==> config.mk <==
export PLATFORM = sky130hd
export DESIGN_NAME = fp32_stream_accumulator
export DESIGN_NICKNAME = d
export VERILOG_FILES = /design/src/rtl/general_adder.sv /design/src/rtl/fp32_stream_accumulator.sv
export SDC_FILE = /design/constraint.sdc
export NUM_CORES = 1
export LEC_CHECK = 0
export BUFFER_PORTS_ARGS = -buffer_cell sky130_fd_sc_hd__clkbuf_2
export CAP_MARGIN = 10
export CORE_MARGIN = 2
export CORE_UTILIZATION = 30
export CTS_BUF_LIST = sky130_fd_sc_hd__clkbuf_4
export CTS_CLUSTER_DIAMETER = 100
export DETAILED_ROUTE_END_ITERATION = 8
export GPL_TIMING_DRIVEN = 0
export PLACE_DENSITY = 0.41
export SLEW_MARGIN = 20
export SYNTH_ARGS = -nofsm -noshare
export SYNTH_HDL_FRONTEND = slang
export SYNTH_HIERARCHICAL = 1
export SYNTH_SLANG_ARGS = --single-unit
==> constraint.sdc <==
create_clock -name clk -period 67.6 [get_ports clk]
set_input_delay 13.52 -clock clk [delete_from_list [all_inputs] [get_ports clk]]
set_output_delay 13.52 -clock clk [all_outputs]
set_load 0.005 [all_outputs]
==> src/rtl/general_adder.sv <==
// Combinational FP32 + BF16 adder, round-to-nearest-even, with subnormal support.
// The BF16 operand is widened to FP32 by appending 16 zero mantissa bits.
module general_adder (
  input  logic [31:0] a,
  input  logic [15:0] b,
  output logic [31:0] sum
);
  logic [31:0] w_b32, w_big, w_sml;
  logic [7:0]  w_eb, w_es, w_diff;
  logic [26:0] w_mb, w_ms, w_ms_sh;
  logic [27:0] w_sum, w_norm;
  logic [24:0] w_mant;
  logic [9:0]  w_exp;
  logic        w_sub, w_rnd, w_sign;
  logic        w_a_inf, w_b_inf, w_a_nan, w_b_nan;

  always_comb begin
    w_b32   = {b, 16'h0000};
    w_a_inf = (a[30:23] == 8'hFF) && (a[22:0] == 23'd0);
    w_a_nan = (a[30:23] == 8'hFF) && (a[22:0] != 23'd0);
    w_b_inf = (b[14:7] == 8'hFF) && (b[6:0] == 7'd0);
    w_b_nan = (b[14:7] == 8'hFF) && (b[6:0] != 7'd0);

    if (a[30:0] >= w_b32[30:0]) begin
      w_big = a;
      w_sml = w_b32;
    end else begin
      w_big = w_b32;
      w_sml = a;
    end

    // Mantissas carry guard, round and sticky bits below the LSB
    w_eb   = (w_big[30:23] == 8'd0) ? 8'd1 : w_big[30:23];
    w_es   = (w_sml[30:23] == 8'd0) ? 8'd1 : w_sml[30:23];
    w_mb   = {(w_big[30:23] != 8'd0), w_big[22:0], 3'b000};
    w_ms   = {(w_sml[30:23] != 8'd0), w_sml[22:0], 3'b000};
    w_diff = w_eb - w_es;
    if (w_diff >= 8'd27) begin
      w_ms_sh = {26'd0, |w_ms};
    end else begin
      w_ms_sh = (w_ms >> w_diff) | {26'd0, |(w_ms & ((27'd1 << w_diff) - 27'd1))};
    end

    w_sub = w_big[31] ^ w_sml[31];
    w_sum = w_sub ? ({1'b0, w_mb} - {1'b0, w_ms_sh}) : ({1'b0, w_mb} + {1'b0, w_ms_sh});

    w_exp  = {2'b00, w_eb};
    w_norm = w_sum;
    if (w_sum[27]) begin
      w_norm = {1'b0, w_sum[27:2], w_sum[1] | w_sum[0]};
      w_exp  = w_exp + 10'd1;
    end else begin
      for (int i = 0; i < 27; i++) begin
        if (!w_norm[26] && (w_exp > 10'd1)) begin
          w_norm = w_norm << 1;
          w_exp  = w_exp - 10'd1;
        end
      end
    end

    w_rnd  = w_norm[2] & (w_norm[1] | w_norm[0] | w_norm[3]);
    w_mant = {1'b0, w_norm[26:3]} + {24'd0, w_rnd};
    if (w_mant[24]) begin
      w_mant = {1'b0, w_mant[24:1]};
      w_exp  = w_exp + 10'd1;
    end

    // Exact cancellation yields +0 under round-to-nearest
    w_sign = (w_sub && (w_sum == 28'd0)) ? 1'b0 : w_big[31];

    if (w_a_nan || w_b_nan || (w_a_inf && w_b_inf && (a[31] != b[15]))) begin
      sum = 32'h7FC0_0000;
    end else if (w_a_inf) begin
      sum = {a[31], 8'hFF, 23'd0};
    end else if (w_b_inf) begin
      sum = {b[15], 8'hFF, 23'd0};
    end else if (w_exp >= 10'd255) begin
      sum = {w_sign, 8'hFF, 23'd0};
    end else begin
      sum = {w_sign, (w_mant[23] ? w_exp[7:0] : 8'd0), w_mant[22:0]};
    end
  end
endmodule

==> src/rtl/fp32_stream_accumulator.sv <==
// Streams BF16 beats into an FP32 running sum; emits the sum and beat count per vector.
// A one-beat input stage feeds the adder, so the last beat folds in one edge after acceptance.
module fp32_stream_accumulator #(
  parameter int unsigned CNT_W = 16
) (
  input  logic             clk,
  input  logic             rst_n,
  input  logic             clr,
  input  logic             in_valid,
  output logic             in_ready,
  input  logic [15:0]      in_data,
  input  logic             in_last,
  output logic             out_valid,
  input  logic             out_ready,
  output logic [31:0]      out_data,
  output logic [CNT_W-1:0] out_count,
  output logic             busy
);
  typedef enum logic [1:0] {StIdle, StAccum, StFlush, StDone} state_e;

  state_e           r_state, w_state_nxt;
  logic [31:0]      r_acc, w_sum;
  logic [CNT_W-1:0] r_cnt;
  logic [15:0]      r_in_q;
  logic             r_in_q_v, r_last_q, r_live;
  logic             w_accept, w_handshake;

  general_adder u_adder (
    .a   (r_acc),
    .b   (r_in_q),
    .sum (w_sum)
  );

  // r_live keeps in_ready low until the first edge after reset release
  always_comb begin
    in_ready    = r_live && !clr && ((r_state == StIdle) || (r_state == StAccum));
    w_accept    = in_valid && in_ready;
    out_valid   = (r_state == StDone) && r_last_q;
    w_handshake = out_valid && out_ready;
    out_data    = r_acc;
    out_count   = r_cnt;
    busy        = (r_state != StIdle);
  end

  always_comb begin
    w_state_nxt = r_state;
    if (clr) begin
      w_state_nxt = StIdle;
    end else begin
      unique case (r_state)
        StIdle:  if (w_accept) w_state_nxt = in_last ? StFlush : StAccum;
        StAccum: if (w_accept && in_last) w_state_nxt = StFlush;
        StFlush: w_state_nxt = StDone;
        StDone:  if (w_handshake) w_state_nxt = StIdle;
        default: w_state_nxt = StIdle;
      endcase
    end
  end

  always_ff @(posedge clk or negedge rst_n) begin
    if (!rst_n) begin
      r_state  <= StIdle;
      r_acc    <= 32'h0;
      r_cnt    <= '0;
      r_in_q   <= 16'h0;
      r_in_q_v <= 1'b0;
      r_last_q <= 1'b0;
      r_live   <= 1'b0;
    end else begin
      r_live  <= 1'b1;
      r_state <= w_state_nxt;
      if (clr) begin
        r_acc    <= 32'h0;
        r_cnt    <= '0;
        r_in_q_v <= 1'b0;
      end else begin
        r_in_q_v <= w_accept;
        if (w_accept) begin
          r_in_q   <= in_data;
          r_last_q <= in_last;
          if (r_cnt != '1) r_cnt <= r_cnt + CNT_W'(1);
        end
        if (w_handshake) begin
          r_acc <= 32'h0;
          r_cnt <= '0;
        end else if (r_in_q_v) begin
          r_acc <= w_sum;
        end
      end
    end
  end
endmodule

==> results.md, run 1 <==
- Final hold vios: 0
- Layout Nets: 5463
- Die area: 118900 sq um
- CP endpoint kind: flip-flop
- DP HPWL: 118600 um
- CP required: 68.00 ns
- Initial Utilization: 30.10%
- Area fraction of the dominant cell type after synthesis: 11.00%
- Routed len/inst: 21.08 um
- Max-slew violation count: 0
- Clock Root Buffer: clkbuf_4
- Yosys reg bits: 69
- # clock sinks: 69
- DRC: 0
- CP peak stage delay: 0.61 ns
- Core box area: 115700 sq um
- Top-count cell post-synth: nor2_1
- Final setup viols: 0
- CTS tree: built
- Via-to-Cell Ratio: 5.866
- Min cycle time layout: 62.67 ns
- Vias in the first global route: 38250
- Synth top area cells: mux2i_1 11%, nor2_1 7.1%, nand2_1 6.2%
- Largest net degree at the start of global routing: 44
- Finished Cell Area: 38140 sq um
- Worst slew pin tran: 1.102 ns
- Initial DRC count: 2933
- Crit Path Max Fanout: 28
- Share of cells above drive strength 1: 12.33%
- Total Routing Usage GR: 23.36%
- Arrival time worst endpoint: 63.07 ns
- ANT nets after route: 0
- Worst Hold Class: flip-flop to flip-flop
- Max cap viols: 0
- Async S/R FF share, synth: 100.0%
- Core Util, Final: 32.95%
- CTS buffer count: 9
- First-pass GRT wire length: 224800 um
- CP max-delay cell: or4b_4
- Final Wtd Congestion: 0.9326
- EDFF count, synth: 0
- Max Root-Sink Buffers: 2
- Port Buffers: 72
- Relative slew margins: 26.02%
- Clock-pin slew on the worst setup and hold paths: 0.21 ns
- Final Cycle Share: 92.70%
- DRT Pass-1 Iters: 6
- CP most frequent cell: nor2_1
- Die Ht: 344.8 um
- Synth top cells by count: 660 x nor2_1, 572 x nand2_1, 405 x a21oi_1
- Sequential area share after synthesis: 4.956%
- Syn Inst Count: 5204
- Fmax achieved: 0.01596 GHz
- Cell Area, Synth: 34840 sq um
- Post-Route Skew: 0.04989 ns
- Max H-tree Level: 3
- Netlist cell types: 153
- Crit Path Category: flip-flop to flip-flop
- IO Pins: 73
- Antenna violations before repair: 5
- Area after DPL: 37160 sq um
- Crit start category: flip-flop
- Synth warnings: 6
- Layout area overhead: 9.471%
- Clock Latency Late Sink: 0.55 ns
- Dominant synthesized flop cell: dfrtp_1
- Status: finished, final reports clean
- Die W: 344.8 um
- Post-Syn Nets: 5361
- Syn_area_per_cell: 6.694 sq um
- GR Overflow Total: 0
- WL final: 144100 um
- FP Rows: 125
- Total number of vias: 40100
- Yosys top cell by area: mux2i_1
placed cells by master (no fill, tap or decap), types with 65 or more instances in the layout:
master    instances
nor2_1          651
nand2_1         565
a21oi_1         398
mux2i_1         380
o21ai_0         339
inv_1           176
nor3_1          143
nand3_1         140
xnor2_1         133
ha_1            124
clkbuf_1        107
clkbuf_2         91
and2_1           90
mux2_2           84
a211oi_1         75
nand4_1          71
a31oi_1          67
buf_4            67
o211ai_1         67
dfrtp_1          65
sequential cells by signal (all words and copies together) (netlist names):
signal     flops
out_data      32
out_count     16
r_in_q        16
r_state        2
r_in_q_v       1
r_last_q       1
r_live         1
metal layers:
metal	part of all wire [%]	vias up	track usage, %	wire length [um]
li1	-	19830	-	-
met1	47	19180	31.81	67350
met2	47	947	40.23	68080
met3	3.9	147	1.506	5608
met4	2.1	0	5.168	3096
met5	0	-	0	0
final timing paths:
check	from	to	slack, ns	cells after the start
min in group asynchronous	rst_n	out_data[19]	12.92	1
setup / recovery	r_in_q[6]	out_data[30]	4.93	286
setup reg to reg	r_in_q[6]	out_data[30]	4.93	286
hold / removal	r_in_q[11]	r_in_q[11]	0.50	2
hold reg to reg	r_in_q[11]	r_in_q[11]	0.50	2
max in group asynchronous	rst_n	out_data[17]	54.01	2
through the flow:
| step | hold WS [ns] | setup TNS, ns | instances | setup WS, ns |
|---|---|---|---|---|
| finish | 0.5031 | 0 | 6837 | 4.932 |
| global route | 0.5395 | -3.016 | 6837 | -0.1745 |
| CTS | 0.5101 | 0 | 6819 | 0.02555 |
| detailed placement | 0.4733 | -304.39 | 6802 | -10.05 |
| global placement | 0.4695 | -306.19 | 6800 | -10.09 |
| floorplan | 0.4438 | 0 | 5204 | 8.934 |
kinds of logic (layout without fill, tap and decap cells):
logic type,Yosys count,in the layout,synth area share (%)
flip-flops,69,69,4.956
XOR/XNOR,184,184,4.852
adder cells (fa/ha/maj),135,135,4.892
buffers and inverters,481,588,5.987
multiplexers,488,488,14.79
other,1,3,0.01076
AO/OA/AOI/OAI,1711,1711,34.44
AND/OR/NAND/NOR,2135,2135,30.07
final cells by class:
class,instances,area (sq um)
diodes,2,5.005
plain buffers,280,1406
clock buffers,9,67.56
clock inverters,7,102.6
fillers,13070,77600
inverters,189,711.9
multi-input cells,4654,31590
flip-flops and latches,69,1732
well taps,1524,1907
repair buffers,103,615.6
critical path, delay by kind of cell (launching register included):
family                   cells  cell delay, ns
AO/OA/AOI/OAI               73           16.80
XOR/XNOR                     7            1.80
adder cells (fa/ha/maj)     31            8.57
buffers and inverters       75           14.84
flip-flops                   1            0.49
multiplexers                 8            2.23
AND/OR/NAND/NOR             92           17.54
repair_timing:
action,in CTS,in global routing
resized for setup,94,83
hold buffers,0,0
setup buffers,7,22
pin swaps,7,11
setup endpoints to repair,31,31
Power of run 1 is left out: the tool's default activity adds up to more than one toggle a clock period on the data nets, which glitch-free logic cannot reach.
==> inputs of run 2 (changes only) <==
--- a/config.mk
+++ b/config.mk
@@ -5,6 +5,7 @@
 export SDC_FILE = /design/constraint.sdc
 export NUM_CORES = 1
 export LEC_CHECK = 0
+export ABC_AREA = 1
 export BUFFER_PORTS_ARGS = -buffer_cell sky130_fd_sc_hd__clkbuf_2
 export CAP_MARGIN = 10
 export CORE_MARGIN = 2
==> results.md, run 2 <==
- Status: finished, final reports clean
- Die area: 129800 sq um (+9.2%)
- Final Cycle Share: 67.94% (-25 points)
- Fmax achieved: 0.02177 GHz (+36%)
- WL final: 131300 um (-8.9%)
- Die W: 360.3 um (+4.5%)
- Most frequent cells in the layout: 1818 x nand2_1, 935 x inv_1, 549 x o21ai_0
- Max FFs per register: 32 (unchanged)
- First-pass GRT wire length: 209500 um (-6.8%)
- Clock Root Buffer: clkbuf_4
- GR Overflow Total: 0 (unchanged)
- Yosys reg bits: 69 (unchanged)
- Synth top area cells: nand2_1 18%, inv_1 9.2%, o21ai_0 7.2%
- Top-count cell post-synth: nand2_1
- Synth top cells by count: 1818 x nand2_1, 935 x inv_1, 549 x o21ai_0
- Routed len/inst: 15.49 um (-27%)
- Post-cts resize count: 0 (-100%)
- Relative slew margins: 40.65% (+15 points)
- Via-to-Cell Ratio: 4.810 (-18%)
- CP peak stage delay: 0.58 ns (-0.03 ns)
- Antenna violations before repair: 2 (-3)
- CTS buffer count: 9 (unchanged)
- Area after DPL: 40550 sq um (+9.1%)
- Worst path bufs/invs: 65 (-13%)
- Yosys top cell by area: nand2_1
- Crit Path Category: flip-flop to flip-flop
- DRC: 0 (unchanged)
- Post-Route Skew: 0.03701 ns (-0.01288 ns)
- Dominant synthesized flop cell: dfrtp_1
- Initial DRC count: 2881 (-1.8%)
- Clock-pin slew on the worst setup and hold paths: 0.15 ns (-0.06 ns)
- Core box area: 125700 sq um (+8.6%)
- Synth warnings: 6 (unchanged)
- Netlist cell types: 95 (-38%)
- Dpl cells: 8458 (+24%)
- ANT nets after route: 0 (unchanged)
- Max Root-Sink Buffers: 2 (unchanged)
- Critical R2R Capture: out_data[13]
- Hold_sp: r_in_q[5]
- Hold EP: r_in_q[5]
- Die Ht: 360.3 um (+4.5%)
- Syn_area_per_cell: 5.656 sq um (-16%)
- Area fraction of the dominant cell type after synthesis: 17.92% (+6.9 points)
- CTS tree: built
- Max-slew violation count: 0 (unchanged)
- Arrival time worst endpoint: 46.33 ns (-16.74 ns)
- Final setup viols: 0 (unchanged)
- CP endpoint kind: flip-flop
- CP most frequent cell: nand2_4
- Post-Syn Nets: 6892 (+29%)
- Worst Hold Class: flip-flop to flip-flop
- Finished Cell Area: 40700 sq um (+6.7%)
- Largest net degree at the start of global routing: 39 (-11%)
- Reg2Reg Depth: 321 (+12%)
- CTS Hold Bufs: 0 (unchanged)
- Final hold vios: 0 (unchanged)
- Layout area overhead: 6.849%
- CP required: 68.00 ns (about the same)
- Total number of vias: 40770 (+1.7%)
- IO Pins: 73 (unchanged)
- Max cap viols: 0 (unchanged)
- Commonest non-fill, non-tap cell in the layout: nand2_1
- Share of cells above drive strength 1: 21.51% (+9.2 points)
- Vias in the first global route: 37640 (-1.6%)
- CP top delay family: simple AND/OR/NAND/NOR gates
- Port Buffers: 72 (unchanged)
- Worst R2R Start: out_data[30]
- Worst slew pin tran: 0.8810 ns (-0.2208 ns)
- Layout Nets: 6976 (+28%)
- Crit Path Max Fanout: 10 (-64%)
- Cell Area, Synth: 38090 sq um (+9.3%)
- Initial Utilization: 30.29% (+0.19 points)
- DP HPWL: 112800 um (-4.8%)
- Setup total negative slack: 0 ns (unchanged)
- Post-route insts no fill: 8476 (+24%)
- Total Routing Usage GR: 19.62% (-3.7 points)
- DRT Pass-1 Iters: 8 (+2)
- Crit start category: flip-flop
- EDFF count, synth: 0 (unchanged)
- Async S/R FF share, synth: 100.0% (unchanged)
- Hold Path Cell Cnt: 2 (unchanged)
- RSZ-0062 raised after global routing: no
- Min cycle time layout: 45.93 ns (-16.74 ns)
- Syn Inst Count: 6735 (+29%)
- Post-CTS setup buffers: 0 (-7)
- FF-to-FF setup slack: 21.67 ns (+16.74 ns)
- FP Rows: 130 (+4.0%)
- # clock sinks: 69 (unchanged)
- Sequential area share after synthesis: 4.533% (-0.42 points)
- Max H-tree Level: 3 (unchanged)
- CP max-delay cell: clkdlybuf4s50_2
- Final Wtd Congestion: 0.9355 (+0.31%)
- Clock Latency Late Sink: 0.53 ns (-0.02 ns)
## run 2: how the worst max path moves through the flow
stage               slack (ns)            to         start  cells past startpoint
floorplan                30.14  out_data[20]  out_data[30]                    317
global placement         21.63  out_data[13]  out_data[30]                    312
detailed placement       21.67  out_data[13]  out_data[30]                    315
CTS                      21.50  out_data[13]  out_data[30]                    315
global route             17.48  out_data[13]    r_in_q[14]                    313
finish                   21.67  out_data[13]  out_data[30]                    321
## run 2: routing by layer
layer / GRT usage (%) / part of all wire (%)
met1: 29.29 / 52
met2: 31.59 / 44
met3: 0.8518 / 3.1
met4: 2.620 / 1.2
met5: 0 / 0
## run 2: kinds of logic after synthesis
group | synth area share [%]
xor+xnor | 2.519
other cells | 0.009845
simple gates | 55.74
fa+ha+maj | 4.474
compound gates | 15.35
mux | 0.2102
buf+inv | 17.16
flops | 4.533
## run 2: through the flow
stage / hold WS [ns] / util [%] / setup WS [ns]
after CTS: 0.5016 / 32.37 / 21.50
after global routing: 0.5392 / 32.37 / 17.48
after global placement: 0.4693 / 32.22 / 21.63
after detailed placement: 0.4696 / 32.25 / 21.67
after floorplan: 0.4488 / - / 30.14
final: 0.5014 / 32.37 / 21.67
## run 2: tightest hold or removal path, stage by stage (launching register included)
cell and delay [ns]:
dfrtp_1 0.36, nand2_1 0.06, nand2_1 0.06
## run 2: area by class of cell
cell class	instances	area, sq um
Timing Repair Buffer	73	390.4
Antenna cell	2	5.005
Buffer	260	2240
Tap cell	1650	2064
Sequential cell	69	1727
Inverter	1095	4298
Clock buffer	9	67.56
Multi-Input combinational cell	5311	29830
Clock inverter	7	81.33
Fill cell	14410	85030
Power of run 2 is left out for the same reason.
